## config.mk

```make
export PLATFORM = sky130hd
export DESIGN_NAME = myproject_mac_pipe_16s_6s
export DESIGN_NICKNAME = d
export VERILOG_FILES = /design/src/rtl/myproject_mac_pipe_16s_6s.sv
export SDC_FILE = /design/constraint.sdc
export NUM_CORES = 1
export LEC_CHECK = 0
export CAP_MARGIN = 10
export CORE_AREA = 2 2 143 145
export CTS_CLUSTER_DIAMETER = 200
export DETAILED_ROUTE_END_ITERATION = 16
export DIE_AREA = 0 0 145 147
export PLACE_DENSITY_LB_ADDON = 0.1
export SETUP_SLACK_MARGIN = 0.5
export SYNTH_ARGS = -nofsm -noshare
export SYNTH_HDL_FRONTEND = slang
export SYNTH_SLANG_ARGS = --single-unit
```

## constraint.sdc

```tcl
create_clock -name ap_clk -period 5.7 [get_ports ap_clk]
set_input_delay 0.855 -clock ap_clk [delete_from_list [all_inputs] [get_ports ap_clk]]
set_output_delay 0.855 -clock ap_clk [all_outputs]
set_load 0.01 [all_outputs]
```

## src/rtl/myproject_mac_pipe_16s_6s.sv

```systemverilog
// Pipelined signed multiply / multiply-accumulate with saturation.
// Stage 1 registers the inputs, stages 2..NUM_STAGE-1 carry the product, and the last stage accumulates and saturates.
module myproject_mac_pipe_16s_6s #(
  parameter int DIN0_WIDTH = 16,
  parameter int DIN1_WIDTH = 6,
  parameter int DOUT_WIDTH = 22,
  parameter int ACC_WIDTH  = 32,
  parameter int NUM_STAGE  = 3
) (
  input  logic                         ap_clk,
  input  logic                         ap_rst,
  input  logic                         ce,
  input  logic                         in_vld,
  input  logic signed [DIN0_WIDTH-1:0] din0,
  input  logic signed [DIN1_WIDTH-1:0] din1,
  input  logic                         acc_en,
  input  logic                         acc_clr,
  output logic                         out_vld,
  output logic signed [DOUT_WIDTH-1:0] dout,
  output logic                         ovf
);

  localparam int PW = DIN0_WIDTH + DIN1_WIDTH;
  localparam int PD = (NUM_STAGE > 2) ? NUM_STAGE - 2 : 1;

  localparam logic signed [ACC_WIDTH-1:0] DMAX =
    {{(ACC_WIDTH-DOUT_WIDTH+1){1'b0}}, {(DOUT_WIDTH-1){1'b1}}};
  localparam logic signed [ACC_WIDTH-1:0] DMIN =
    {{(ACC_WIDTH-DOUT_WIDTH+1){1'b1}}, {(DOUT_WIDTH-1){1'b0}}};

  logic                         s1_vld, s1_en, s1_clr;
  logic signed [DIN0_WIDTH-1:0] s1_a;
  logic signed [DIN1_WIDTH-1:0] s1_b;
  logic signed [PW-1:0]         prod;

  logic                         t_vld, t_en, t_clr;
  logic signed [PW-1:0]         t_p;

  logic signed [ACC_WIDTH-1:0]  acc_q, acc_nxt, p_ext, acc_clamped, res;
  logic signed [ACC_WIDTH:0]    sum;
  logic                         acc_sat, aovf, dhi, dlo;
  logic signed [DOUT_WIDTH-1:0] dout_nxt;

  always_ff @(posedge ap_clk) begin
    if (ap_rst) begin
      s1_vld <= 1'b0;
      s1_en  <= 1'b0;
      s1_clr <= 1'b0;
      s1_a   <= '0;
      s1_b   <= '0;
    end else if (ce) begin
      s1_vld <= in_vld;
      s1_en  <= acc_en;
      s1_clr <= acc_clr;
      s1_a   <= din0;
      s1_b   <= din1;
    end
  end

  // Operands widened first so the product keeps full precision.
  assign prod = PW'(s1_a) * PW'(s1_b);

  generate
    if (NUM_STAGE > 2) begin : g_ppipe
      logic                 pp_vld [PD];
      logic                 pp_en  [PD];
      logic                 pp_clr [PD];
      logic signed [PW-1:0] pp_p   [PD];

      always_ff @(posedge ap_clk) begin
        if (ap_rst) begin
          for (int i = 0; i < PD; i++) begin
            pp_vld[i] <= 1'b0;
            pp_en[i]  <= 1'b0;
            pp_clr[i] <= 1'b0;
            pp_p[i]   <= '0;
          end
        end else if (ce) begin
          pp_vld[0] <= s1_vld;
          pp_en[0]  <= s1_en;
          pp_clr[0] <= s1_clr;
          pp_p[0]   <= prod;
          for (int i = 1; i < PD; i++) begin
            pp_vld[i] <= pp_vld[i-1];
            pp_en[i]  <= pp_en[i-1];
            pp_clr[i] <= pp_clr[i-1];
            pp_p[i]   <= pp_p[i-1];
          end
        end
      end

      assign t_vld = pp_vld[PD-1];
      assign t_en  = pp_en[PD-1];
      assign t_clr = pp_clr[PD-1];
      assign t_p   = pp_p[PD-1];
    end else begin : g_pdirect
      assign t_vld = s1_vld;
      assign t_en  = s1_en;
      assign t_clr = s1_clr;
      assign t_p   = prod;
    end
  endgenerate

  assign p_ext = ACC_WIDTH'(t_p);
  assign sum   = {acc_q[ACC_WIDTH-1], acc_q} + {p_ext[ACC_WIDTH-1], p_ext};

  // Sign disagreement between the two top bits means the sum left the ACC range.
  assign acc_sat     = sum[ACC_WIDTH] ^ sum[ACC_WIDTH-1];
  assign acc_clamped = acc_sat ? {sum[ACC_WIDTH], {(ACC_WIDTH-1){~sum[ACC_WIDTH]}}}
                               : sum[ACC_WIDTH-1:0];

  always_comb begin
    res     = p_ext;
    acc_nxt = acc_q;
    aovf    = 1'b0;
    if (t_en) begin
      if (t_clr) begin
        acc_nxt = p_ext;
      end else begin
        acc_nxt = acc_clamped;
        aovf    = acc_sat;
        res     = acc_clamped;
      end
    end
  end

  assign dhi      = (res > DMAX);
  assign dlo      = (res < DMIN);
  assign dout_nxt = dhi ? DMAX[DOUT_WIDTH-1:0] :
                    dlo ? DMIN[DOUT_WIDTH-1:0] : res[DOUT_WIDTH-1:0];

  // Bubbles keep acc, dout and ovf at their last values.
  always_ff @(posedge ap_clk) begin
    if (ap_rst) begin
      acc_q   <= '0;
      out_vld <= 1'b0;
      dout    <= '0;
      ovf     <= 1'b0;
    end else if (ce) begin
      out_vld <= t_vld;
      if (t_vld) begin
        acc_q <= acc_nxt;
        dout  <= dout_nxt;
        ovf   <= aovf | dhi | dlo;
      end
    end
  end

endmodule
```

# Word-level counts from Yosys, hierarchy flattened
# Memories as Yosys holds them, arrays and structs flattened.
# Index checks and enable logic that the tools add are counted.
# op_classes
add_sub_neg	1
mul	1
n_lt_le_gt_ge	2
muxes	20
bitwise_logic	4
n_reduce_logical	6
# ops
operator	count
two-way mux 32 bit	3
two-way mux 22 bit	3
adder 32 x 22 -> 33 bit	1
greater-than comparator 32 x 22 -> 1 bit (second input constant)	1
< comparator 32 x 22 -> 1 bit (second input constant)	1
multiplier 16 x 6 -> 22 bit	1
OR reduction 22 bit	1
two-way mux 1 bit	14
AND reduction 3 bit	1
OR reduction 1 bit	3
bitwise OR 1 bit	2
AND reduction 2 bit	1
NOT 1 bit	1
XOR 1 bit	1
# word_totals
ff_bits	81
mem_bits_rw	25
inputBits	28
output_inout_bits	24
n_memories	4
# mem_list
memory	depth	width	rd	rd_ports_with_merged_regs	wr	line_no	source
g_ppipe.pp_p	1	22	1	0	1	68	logic signed [PW-1:0] pp_p [PD];
g_ppipe.pp_clr	1	1	1	0	1	67	logic pp_clr [PD];
g_ppipe.pp_en	1	1	1	0	1	66	logic pp_en [PD];
g_ppipe.pp_vld	1	1	1	0	1	65	logic pp_vld [PD];

# Depth between registers and ports, before layout
# Gate-level depths: netlist of run 1.
# logic_depth
depth_word	8
mapped_depth	21
mapped_depth_nobuf	20

# Least setup slack after synthesis of run 1
# OpenSTA, ideal clock, no wires.
# synth_timing
kind	register -> register
startpoint	register s1_b[4]
endpoint	memory g_ppipe.pp_p[0][18] in the netlist's numbering (data pin)
arrival_time_ns	5.309
required_ns	5.431
slack_ns	0.123
stages_incl_launch_ff	21
path_buffers	2
path_cell_list	dfxtp_1 clkbuf_1 clkbuf_1 nand2_1 fa_1 fa_1 fa_1 inv_1 fa_1 fa_1 a21o_1 a21oi_1 o21bai_1 a21oi_1 nor2b_1 o21a_1 o31ai_1 a21oi_1 and3_1 a2111oi_0 nor4_1
# synth_via
elab_chain_len	2
# synth_rtl
element	line_no	source
start: declaration	33	logic signed [DIN1_WIDTH-1:0] s1_b;
start signal: assignment	56	s1_b <= din1;
multiplier 16 x 6 -> 22 bit	61	assign prod = PW'(s1_a) * PW'(s1_b);
two-way mux 22 bit (no source line)	n/a	
end: declaration	68	
# Every way passes these cells.

# Final worst setup path of run 1
# layout_timing
startpoint	register s1_a[5]
endpoint	memory g_ppipe.pp_p[0][20] in the netlist's numbering (data pin)
# layout_via
elab_chain_len	2
# layout_rtl
element	line_no	source
start: declaration	32	logic signed [DIN0_WIDTH-1:0] s1_a;
start signal: assignment	55	s1_a <= din0;
multiplier 16 x 6 -> 22 bit	61	
two-way mux 22 bit (no source line)	n/a	
# Every way passes these cells.

==> summary.txt, run 1 <==
GRT
  • GRT Max-Usage Layer: met2
  • Grt total ovfl: 0
  • GRT Resource Usage Total: 0.229
  • Vias in the first global route: just over 8000
  • Initial antenna violation count: 0
  • Pin count of the biggest net entering global routing: 42
  • GR met1 Demand/Resource: 0.287
  • Met2 Track Usage GR: 0.409
  • Met3 usage: 0.0354
  • First-pass GRT wire length: 40000 microns

Timing
  • Worst slew pin tran: a little under 1000 ps
  • Fin worst setup slack: 541 ps
  • Skew final: 9.07 ps
  • Count of pins over their slew limit: 0
  • Final setup viols: 0
  • TNS Setup: 0 ps
  • RSZ-0062 raised after global routing: yes
  • Post-layout min period: 5160 ps
  • Relative slew slack: 0.345
  • Period utilization: 0.905
  • Achievable Freq: between 150 and 200 MHz
  • Final hold violations: 0

Synth
  • Post-Synth XOR/XNOR Area: 0.0422
  • Largest area contributor in the netlist: dfxtp_1
  • Seq cells post-synth: around 110
  • Number of flops mapped to enable cells by yosys: 25
  • Post-synth top cells: 148 x nand2_1, 97 x nor2_1, 81 x dfxtp_1, 79 x a21oi_1, 78 x inv_1
  • Synth Area in Compound Gates: 0.199
  • Seq/Total Area, Yosys: 0.243
  • Post-synthesis mux area share: 0.0319
  • Synthesized area: 0.00976 sq mm
  • Post-synth ARST share: 0
  • Top-count cell post-synth: nand2_1
  • Synth top area cells: dfxtp_1 17%, fa_1 14%, ha_1 9.4%
  • Syn_area_per_cell: ~8.6 sq um
  • Post-synthesis adder-cell area fraction: 0.231
  • Synth Instances: ~1100
  • Main flop type after synthesis: dfxtp_1
  • Post-synth cell types: 73
  • Main combinational cell family by area after synthesis: adder cells
  • Yosys Warn Count: 0
  • Syn nets: between 1000 and 1500
  • Top cell type's share of synthesized area: 0.166
  • Synth Area in Simple Gates: 0.199

Power
  • Sequential share of power: 0.436
  • Worst VDD drop: about 0.13 mV
  • Sw power: 623 uW
  • Clock share of power: 0.323
  • Int Power: 1310 uW
  • Sw frac: 0.323
  • Pwr/cell area: around 180 mW/mm^2
  • Power share of the combinational group: 0.241
  • Lkg Pwr: between 0.004 and 0.005 uW

Outcome
  • Status: finished clean

Place
  • HPWL after DPL: 18500 microns
  • PortBufs: 51
  • Gpl congestion: between 0.8 and 0.9
  • Dpl ws: between 150 and 200 ps

Setup path
  • Critical path capture point: g_ppipe.pp_p[0][20]
  • CP required: a little under 6000 ps
  • CP Class: flop to flop
  • Worst Setup Start Kind: flop
  • Number of cells on the worst reg-to-reg path: 19
  • Reg2reg end: g_ppipe.pp_p[0][20]
  • Flop-to-flop setup slack: around 540 ps
  • CP Capture Type: flop
  • CP max FO: 4
  • Critical Path Source: s1_a[5]
  • Worst path arrival time: 5250 ps
  • Reg2reg start: s1_a[5]

Route
  • Final WL: around 24000 microns
  • DR vias/cell: 5.56
  • Antenna-violating nets left: 0
  • DRC Markers: 0
  • DRT Pass-1 Iters: 5
  • Drt initial violations: roughly 440
  • Detailed-route via count: approximately 8000
  • WL per Instance: approximately 17 microns

Floorplan
  • Die H: between 100 and 150 microns
  • Starting Density: 0.492
  • IO Pins: 52
  • Core Area: just under 0.02 sq mm
  • FP Rows: 52
  • Die area: 0.0213 sq mm
  • Die Wd: between 100 and 150 microns

Layout
  • Final core occ: 0.555
  • Fillers: 1900
  • Inserted Diodes: 0
  • Layout Nets: roughly 1400
  • Synth-to-layout area growth: 13.0%
  • Share of layout cells above drive strength 1: 0.102

Clock network
  • TritonCTS buffer count: 9
  • Root Driver: clkbuf_16
  • Clock Path Buffers: 2
  • CTS H-tree depth: 3
  • Worst-path clk slew: about 80 ps
  • Clock latency on the worst-skew pair: 360 ps
  • TritonCTS clock tree: done
  • Clk sink count: about 110

Job
  • Max_cap viols: 0

Min path
  • HP Class: flop to flop
power groups by stage:
stage	combinational (uW)	clock [uW]	sequential, uW
after floorplan	333	0	848
after global placement	445	0	858
after detailed placement	447	0	859
after CTS	455	646	841
after global routing	527	670	847
final	466	624	841
metal layers:
layer  vias to the layer above  share of wire
li1                       4063              -
met1                      3843           0.44
met2                       166           0.50
met3                        36          0.036
met4                         0          0.026
met5                         -              0
metrics by stage:
stage / instances / power, uW / cell area [sq um] / hold WS [ps]
after floorplan: 1141 / 1180 / 9780 / 436
after global placement: 1429 / 1300 / 10500 / 444
after detailed placement: 1429 / 1310 / 10500 / 456
after CTS: 1448 / 1940 / 10900 / 468
after global routing: 1458 / 2040 / 11000 / 490
final: 1458 / 1930 / 11000 / 464
flip-flops by register name (all words and copies together) (netlist names):
| name | count |
|---|---|
| g_ppipe.pp_clr | 1 |
| g_ppipe.pp_en | 1 |
| ovf | 1 |
| acc_q | 32 |
| dout | 22 |
| s1_en | 1 |
| s1_clr | 1 |
| g_ppipe.pp_p | 22 |
| g_ppipe.pp_vld | 1 |
| s1_b | 6 |
| s1_a | 16 |
| out_vld | 1 |
| s1_vld | 1 |
kinds of logic (layout without fill, tap and decap cells):
| kind of cell | after synthesis | count (layout) |
|---|---|---|
| mux | 31 | 31 |
| fa+ha+maj | 140 | 140 |
| xor+xnor | 47 | 47 |
| buf+inv | 130 | 177 |
| simple gates | 416 | 416 |
| compound gates | 271 | 271 |
| flops | 106 | 106 |
final cells by class:
type / count / area, sq um / share of cell area
Multi-Input combinational cell: 905 / 6960 / 0.631
Sequential cell: 106 / 2390 / 0.216
Timing Repair Buffer: 83 / 761 / 0.0690
Tap cell: 270 / 338 / 0.0307
Inverter: 78 / 293 / 0.0266
Clock buffer: 9 / 225 / 0.0204
Clock inverter: 7 / 62.6 / 0.00568
cell usage in the layout, fill, tap and decap left out, drive strengths merged, types with 5 or more instances in the layout:
cell type and count:
mux2i 30, inv 81, ha 73, a21o 15
a21oi 85, nand4 6, a21boi 6, nor3 25
or3 6, nor2b 15, nand2b 30, o31ai 5
and2 35, nor4 6, clkbuf 9, buf 34
a22oi 9, a211oi 12, a221oi 7, o21ai 53
nand3 32, clkdlybuf4s50 49, o211ai 32, o21bai 6
nand2 149, xnor2 29, xor2 18, nor2 97
fa 67, dfxtp 81, o21a 6, edfxtp 25
or2 6
critical path, cell delays in order, from the launching register on:
cell,delay [ps]
dfxtp_4,350
and2_4,140
fa_1,550
inv_2,50
fa_1,470
fa_1,510
inv_1,50
fa_1,480
fa_2,380
a21o_1,180
a21oi_2,150
o21bai_1,80
a21oi_1,170
nor2b_1,80
o21a_1,230
o31ai_4,330
a211oi_2,140
o31ai_2,260
nor3b_2,230
nor3_2,60
what timing repair did:
| item | in CTS | in global routing |
|---|---|---|
| buffers inserted | 3 | 10 |
| hold buffers | 0 | 0 |
| resized for setup | 5 | 27 |
| endpoints found under the setup margin | 2 | 4 |
| pin swaps | 6 | 19 |
how the worst min path moves through the flow:
stage	startpoint	endpoint	slack, ps	depth (start not counted)
2_1_floorplan	acc_q[7]	acc_q[7]	440	2
3_3_place_gp	acc_q[7]	acc_q[7]	440	2
3_5_place_dp	acc_q[8]	acc_q[8]	460	2
4_1_cts	acc_q[7]	acc_q[7]	470	2
5_1_grt	acc_q[7]	acc_q[7]	490	2
6_report	acc_q[7]	acc_q[7]	460	2
No activity file was read; power rests on OpenSTA's default activity.
==> run 2: changes to the inputs <==
ABC_AREA = 1   (was unset)
CORE_AREA = 2 2 146 148   (was 2 2 143 145)
DIE_AREA = 0 0 148 150   (was 0 0 145 147)
==> summary.txt, run 2 <==
Layout
  • Share of layout cells above drive strength 1: 0.0591 (was 0.102)
  • Final core occ: 0.542 (was 0.555)
  • Largest Register: acc_q (unchanged)
  • Inserted Diodes: 0 (unchanged)
  • Most frequent cells in the layout: 428 x nand2_1, 231 x inv_1, 117 x nor2_1, 93 x o21ai_0, 80 x dfxtp_1 (was 148 x nand2_1, 96 x nor2_1, 77 x inv_1, 76 x dfxtp_1, 75 x a21oi_1)
  • Multi-input logic area: 0.00668 sq mm (was 0.00696 sq mm)
  • Layout Nets: 1669 (was 1351)
  • Synth-to-layout area growth: 10.5% (was 13.0%)
  • Biggest regs: acc_q: 32 flops, dout: 22 flops, g_ppipe.pp_p: 22 flops (unchanged)
  • Post-route cell area: 0.0112 sq mm (was 0.0110 sq mm)
  • Fillers: 2113 (was 1900)
  • Max reg flops: 32 (unchanged)
  • Register Area: 0.00237 sq mm (was 0.00239 sq mm)
  • Commonest non-fill, non-tap cell in the layout: nand2_1 (unchanged)
  • Fin cells: 1781 (was 1458)

Timing
  • TNS Setup: 0 ps (unchanged)
  • RSZ-0062 raised after global routing: no (was yes)
  • Worst slew pin tran: 974 ps (was 982 ps)
  • Final hold violations: 0 (unchanged)
  • Period utilization: 0.861 (was 0.905)
  • Achievable Freq: 204 MHz (was 194 MHz)
  • Final setup viols: 0 (unchanged)
  • Skew final: 15.2 ps (was 9.07 ps)
  • Relative slew slack: 0.350 (was 0.345)
  • Post-layout min period: 4910 ps (was 5160 ps)
  • Count of pins over their slew limit: 0 (unchanged)

Synth
  • Post-synthesis adder-cell area fraction: 0.222 (was 0.231)
  • Post-synthesis mux area share: 0 (was 0.0319)
  • Top cell type's share of synthesized area: 0.160 (was 0.166)
  • Main flop type after synthesis: dfxtp_1 (unchanged)
  • Yosys Warn Count: 0 (unchanged)
  • Syn_area_per_cell: 6.89 sq um (was 8.55 sq um)
  • Synthesized area: 0.0102 sq mm (was 0.00976 sq mm)
  • Seq/Total Area, Yosys: 0.234 (was 0.243)
  • Synth Area in Simple Gates: 0.280 (was 0.199)
  • Synth Instances: 1474 (was 1141)
  • Number of flops mapped to enable cells by yosys: 25 (unchanged)
  • Syn nets: 1642 (was 1309)
  • Largest area contributor in the netlist: dfxtp_1 (unchanged)
  • Seq cells post-synth: 106 (unchanged)
  • Post-Synth XOR/XNOR Area: 0.0242 (was 0.0422)
  • Synth top area cells: dfxtp_1 16%, nand2_1 16%, fa_1 13% (was dfxtp_1 17%, fa_1 14%, ha_1 9.4%)
  • Post-synth ARST share: 0 (unchanged)
  • Synth Area in Compound Gates: 0.130 (was 0.199)
  • Top-count cell post-synth: nand2_1 (unchanged)
  • Post-synth top cells: 428 x nand2_1, 231 x inv_1, 119 x nor2_1, 95 x o21ai_0, 81 x dfxtp_1 (was 148 x nand2_1, 97 x nor2_1, 81 x dfxtp_1, 79 x a21oi_1, 78 x inv_1)
  • Post-synth cell types: 43 (was 73)
  • Main combinational cell family by area after synthesis: simple AND/OR/NAND/NOR gates (was adder cells)

Setup path
  • Buffers plus inverters on the worst setup path: 3 (was 2)
  • Crit path max-delay family: adder cells (unchanged)
  • Slowest cell on crit path: fa_1 (unchanged)
  • CP Capture Type: flop (unchanged)
  • Number of cells on the worst reg-to-reg path: 22 (was 19)
  • Worst path arrival time: 5030 ps (was 5250 ps)
  • Reg2reg end: g_ppipe.pp_p[0][18] (was g_ppipe.pp_p[0][20])
  • Reg2reg start: s1_a[0] (was s1_a[5])
  • CP max FO: 5 (was 4)
  • CP Class: flop to flop (unchanged)
  • Flop-to-flop setup slack: 790 ps (was 540 ps)
  • Crit path cell chain: inv_1 -> nand2_1 -> fa_1 -> fa_1 -> fa_1 -> inv_1 -> fa_1 -> fa_1 -> nand2_1 -> nand2_1 -> a21oi_1 -> inv_1 -> nand2_1 -> nand2_1 -> a21oi_2 -> o21ai_2 -> a31oi_2 -> o21ai_1 -> a21oi_1 -> o21ai_0 -> o21ai_0 -> a21oi_1 (was and2_4 -> fa_1 -> inv_2 -> fa_1 -> fa_1 -> inv_1 -> fa_1 -> fa_2 -> a21o_1 -> a21oi_2 -> o21bai_1 -> a21oi_1 -> nor2b_1 -> o21a_1 -> o31ai_4 -> a211oi_2 -> o31ai_2 -> nor3b_2 -> nor3_2)
  • Worst Setup Start Kind: flop (unchanged)
  • CP max stage delay: 540 ps (was 550 ps)
  • CP required: 5820 ps (was 5790 ps)

Outcome
  • Status: finished clean (unchanged)

Place
  • Dpl cells: 1763 (was 1429)
  • HPWL after DPL: 19900 microns (was 18500 microns)
  • Gpl congestion: 0.971 (was 0.870)
  • Placed Area: 0.0109 sq mm (was 0.0105 sq mm)
  • PortBufs: 51 (unchanged)

Floorplan
  • FP Rows: 53 (was 52)
  • Core Area: 0.0207 sq mm (was 0.0198 sq mm)
  • Die H: 150 microns (was 147 microns)
  • Die Wd: 148 microns (was 145 microns)
  • Die area: 0.0222 sq mm (was 0.0213 sq mm)
  • IO Pins: 52 (unchanged)
  • Starting Density: 0.491 (was 0.492)

GRT
  • Pin count of the biggest net entering global routing: 45 (was 42)
  • First-pass GRT wire length: 42700 microns (was 40000 microns)
  • Vias in the first global route: 8672 (was 8064)
  • Grt total ovfl: 0 (unchanged)
  • GRT Resource Usage Total: 0.241 (was 0.229)
  • Initial antenna violation count: 0 (unchanged)

Clock network
  • Root Driver: clkbuf_16 (unchanged)
  • TritonCTS buffer count: 9 (unchanged)
  • Hold_buf cts: 0 (unchanged)
  • Clk sink count: 106 (unchanged)
  • CTS H-tree depth: 3 (unchanged)
  • TritonCTS clock tree: done (unchanged)
  • Worst-path clk slew: 80 ps (about the same)
  • Clock latency on the worst-skew pair: 370 ps (was 360 ps)
  • Clock Path Buffers: 2 (unchanged)

Route
  • Wire length on met1: 11900 microns (was 10700 microns)
  • DRT Pass-1 Iters: 6 (was 5)
  • Met2 WL: 12300 microns (was 12000 microns)
  • WL per Instance: 14.4 microns (was 16.6 microns)
  • WL met3: 940 microns (was 858 microns)
  • Detailed-route via count: 9037 (was 8108)
  • Antenna-violating nets left: 0 (unchanged)
  • Top layer in use: met4 (unchanged)
  • DRC Markers: 0 (unchanged)
  • DR vias/cell: 5.07 (was 5.56)
  • Drt initial violations: 425 (was 443)
  • Final WL: 25700 microns (was 24100 microns)

Power
  • Sw power: 722 uW (was 623 uW)
  • Power share of the combinational group: 0.272 (was 0.241)
  • Pwr/cell area: 182 mW/mm^2 (was 175 mW/mm^2)
  • Int Power: 1320 uW (was 1310 uW)
  • Overall Power: 2040 uW (was 1930 uW)
  • Clock share of power: 0.314 (was 0.323)
  • Sw frac: 0.354 (was 0.323)
  • Worst VDD drop: 0.127 mV (about the same)
  • Sequential share of power: 0.414 (was 0.436)
  • Lkg Pwr: 0.00582 uW (was 0.00490 uW)

Min path
  • Hold Path Depth: 2 (unchanged)
  • Hold Path Sink: out_vld (was acc_q[7])
  • Hold Path Origin: out_vld (was acc_q[7])
  • HP Class: flop to flop (unchanged)

Job
  • Max_cap viols: 0 (unchanged)
run 2: changes by cell type after synthesis, moves of 30 or more:
cell and change:
mux2i_1 -30, nand2_1 +280, and2_1 -33, nand2b_1 -30, inv_1 +153, nand3_1 +41
o21ai_0 +52
run 2: area by class of cell:
type / count / area share
multi-input cells: 1083 / 0.596
flip-flops and latches: 106 / 0.212
inverters: 234 / 0.0783
repair buffers: 67 / 0.0574
well taps: 275 / 0.0307
clock buffers: 9 / 0.0201
clock inverters: 7 / 0.00603
run 2: worst register-to-register path: cells and delay by family (launching register included):
kind | cells | cell delay, ps
AOI/OAI and AO/OA | 9 | 1230
DFF | 1 | 350
buffers and inverters | 3 | 230
adders and majority gates | 5 | 2490
and+or+nand+nor | 5 | 360
run 2: worst max-delay path by stage:
stage             from                   to  depth (start not counted)
2_1_floorplan  s1_b[4]  g_ppipe.pp_p[0][18]                         23
3_3_place_gp   s1_a[0]  g_ppipe.pp_p[0][18]                         22
3_5_place_dp   s1_a[0]  g_ppipe.pp_p[0][18]                         22
4_1_cts        s1_a[0]  g_ppipe.pp_p[0][18]                         22
5_1_grt        s1_a[0]  g_ppipe.pp_p[0][18]                         22
6_report       s1_a[0]  g_ppipe.pp_p[0][18]                         22
run 2: layer usage:
metal / vias up / GRT usage
met3: 36 / 0.0256
met5: - / 0
li1: 4665 / -
met4: 0 / 0.0829
met2: 194 / 0.411
met1: 4142 / 0.319
run 2: logic make-up after synthesis:
logic type	after synthesis
fa+ha+maj	140
flops	106
xor+xnor	28
compound gates	236
buf+inv	285
simple gates	679
run 2: timing repair:
action | CTS | global route
buffers inserted | 0 | 1
endpoints found under the setup margin | 0 | 2
gates resized for setup | 0 | 6
run 2: power by group through the flow:
stage | registers [uW] | logic, uW | clock network (uW)
5_1_grt | 851 | 633 | 685
3_5_place_dp | 862 | 551 | 0
6_report | 845 | 556 | 640
3_3_place_gp | 861 | 546 | 0
4_1_cts | 844 | 556 | 660
2_1_floorplan | 853 | 412 | 0
run 2: through the flow:
stage | hold slack [ps] | setup slack (ps)
after floorplan | 450 | 567
after global placement | 454 | 728
after detailed placement | 463 | 666
after CTS | 476 | 605
after global routing | 502 | 501
final | 475 | 791
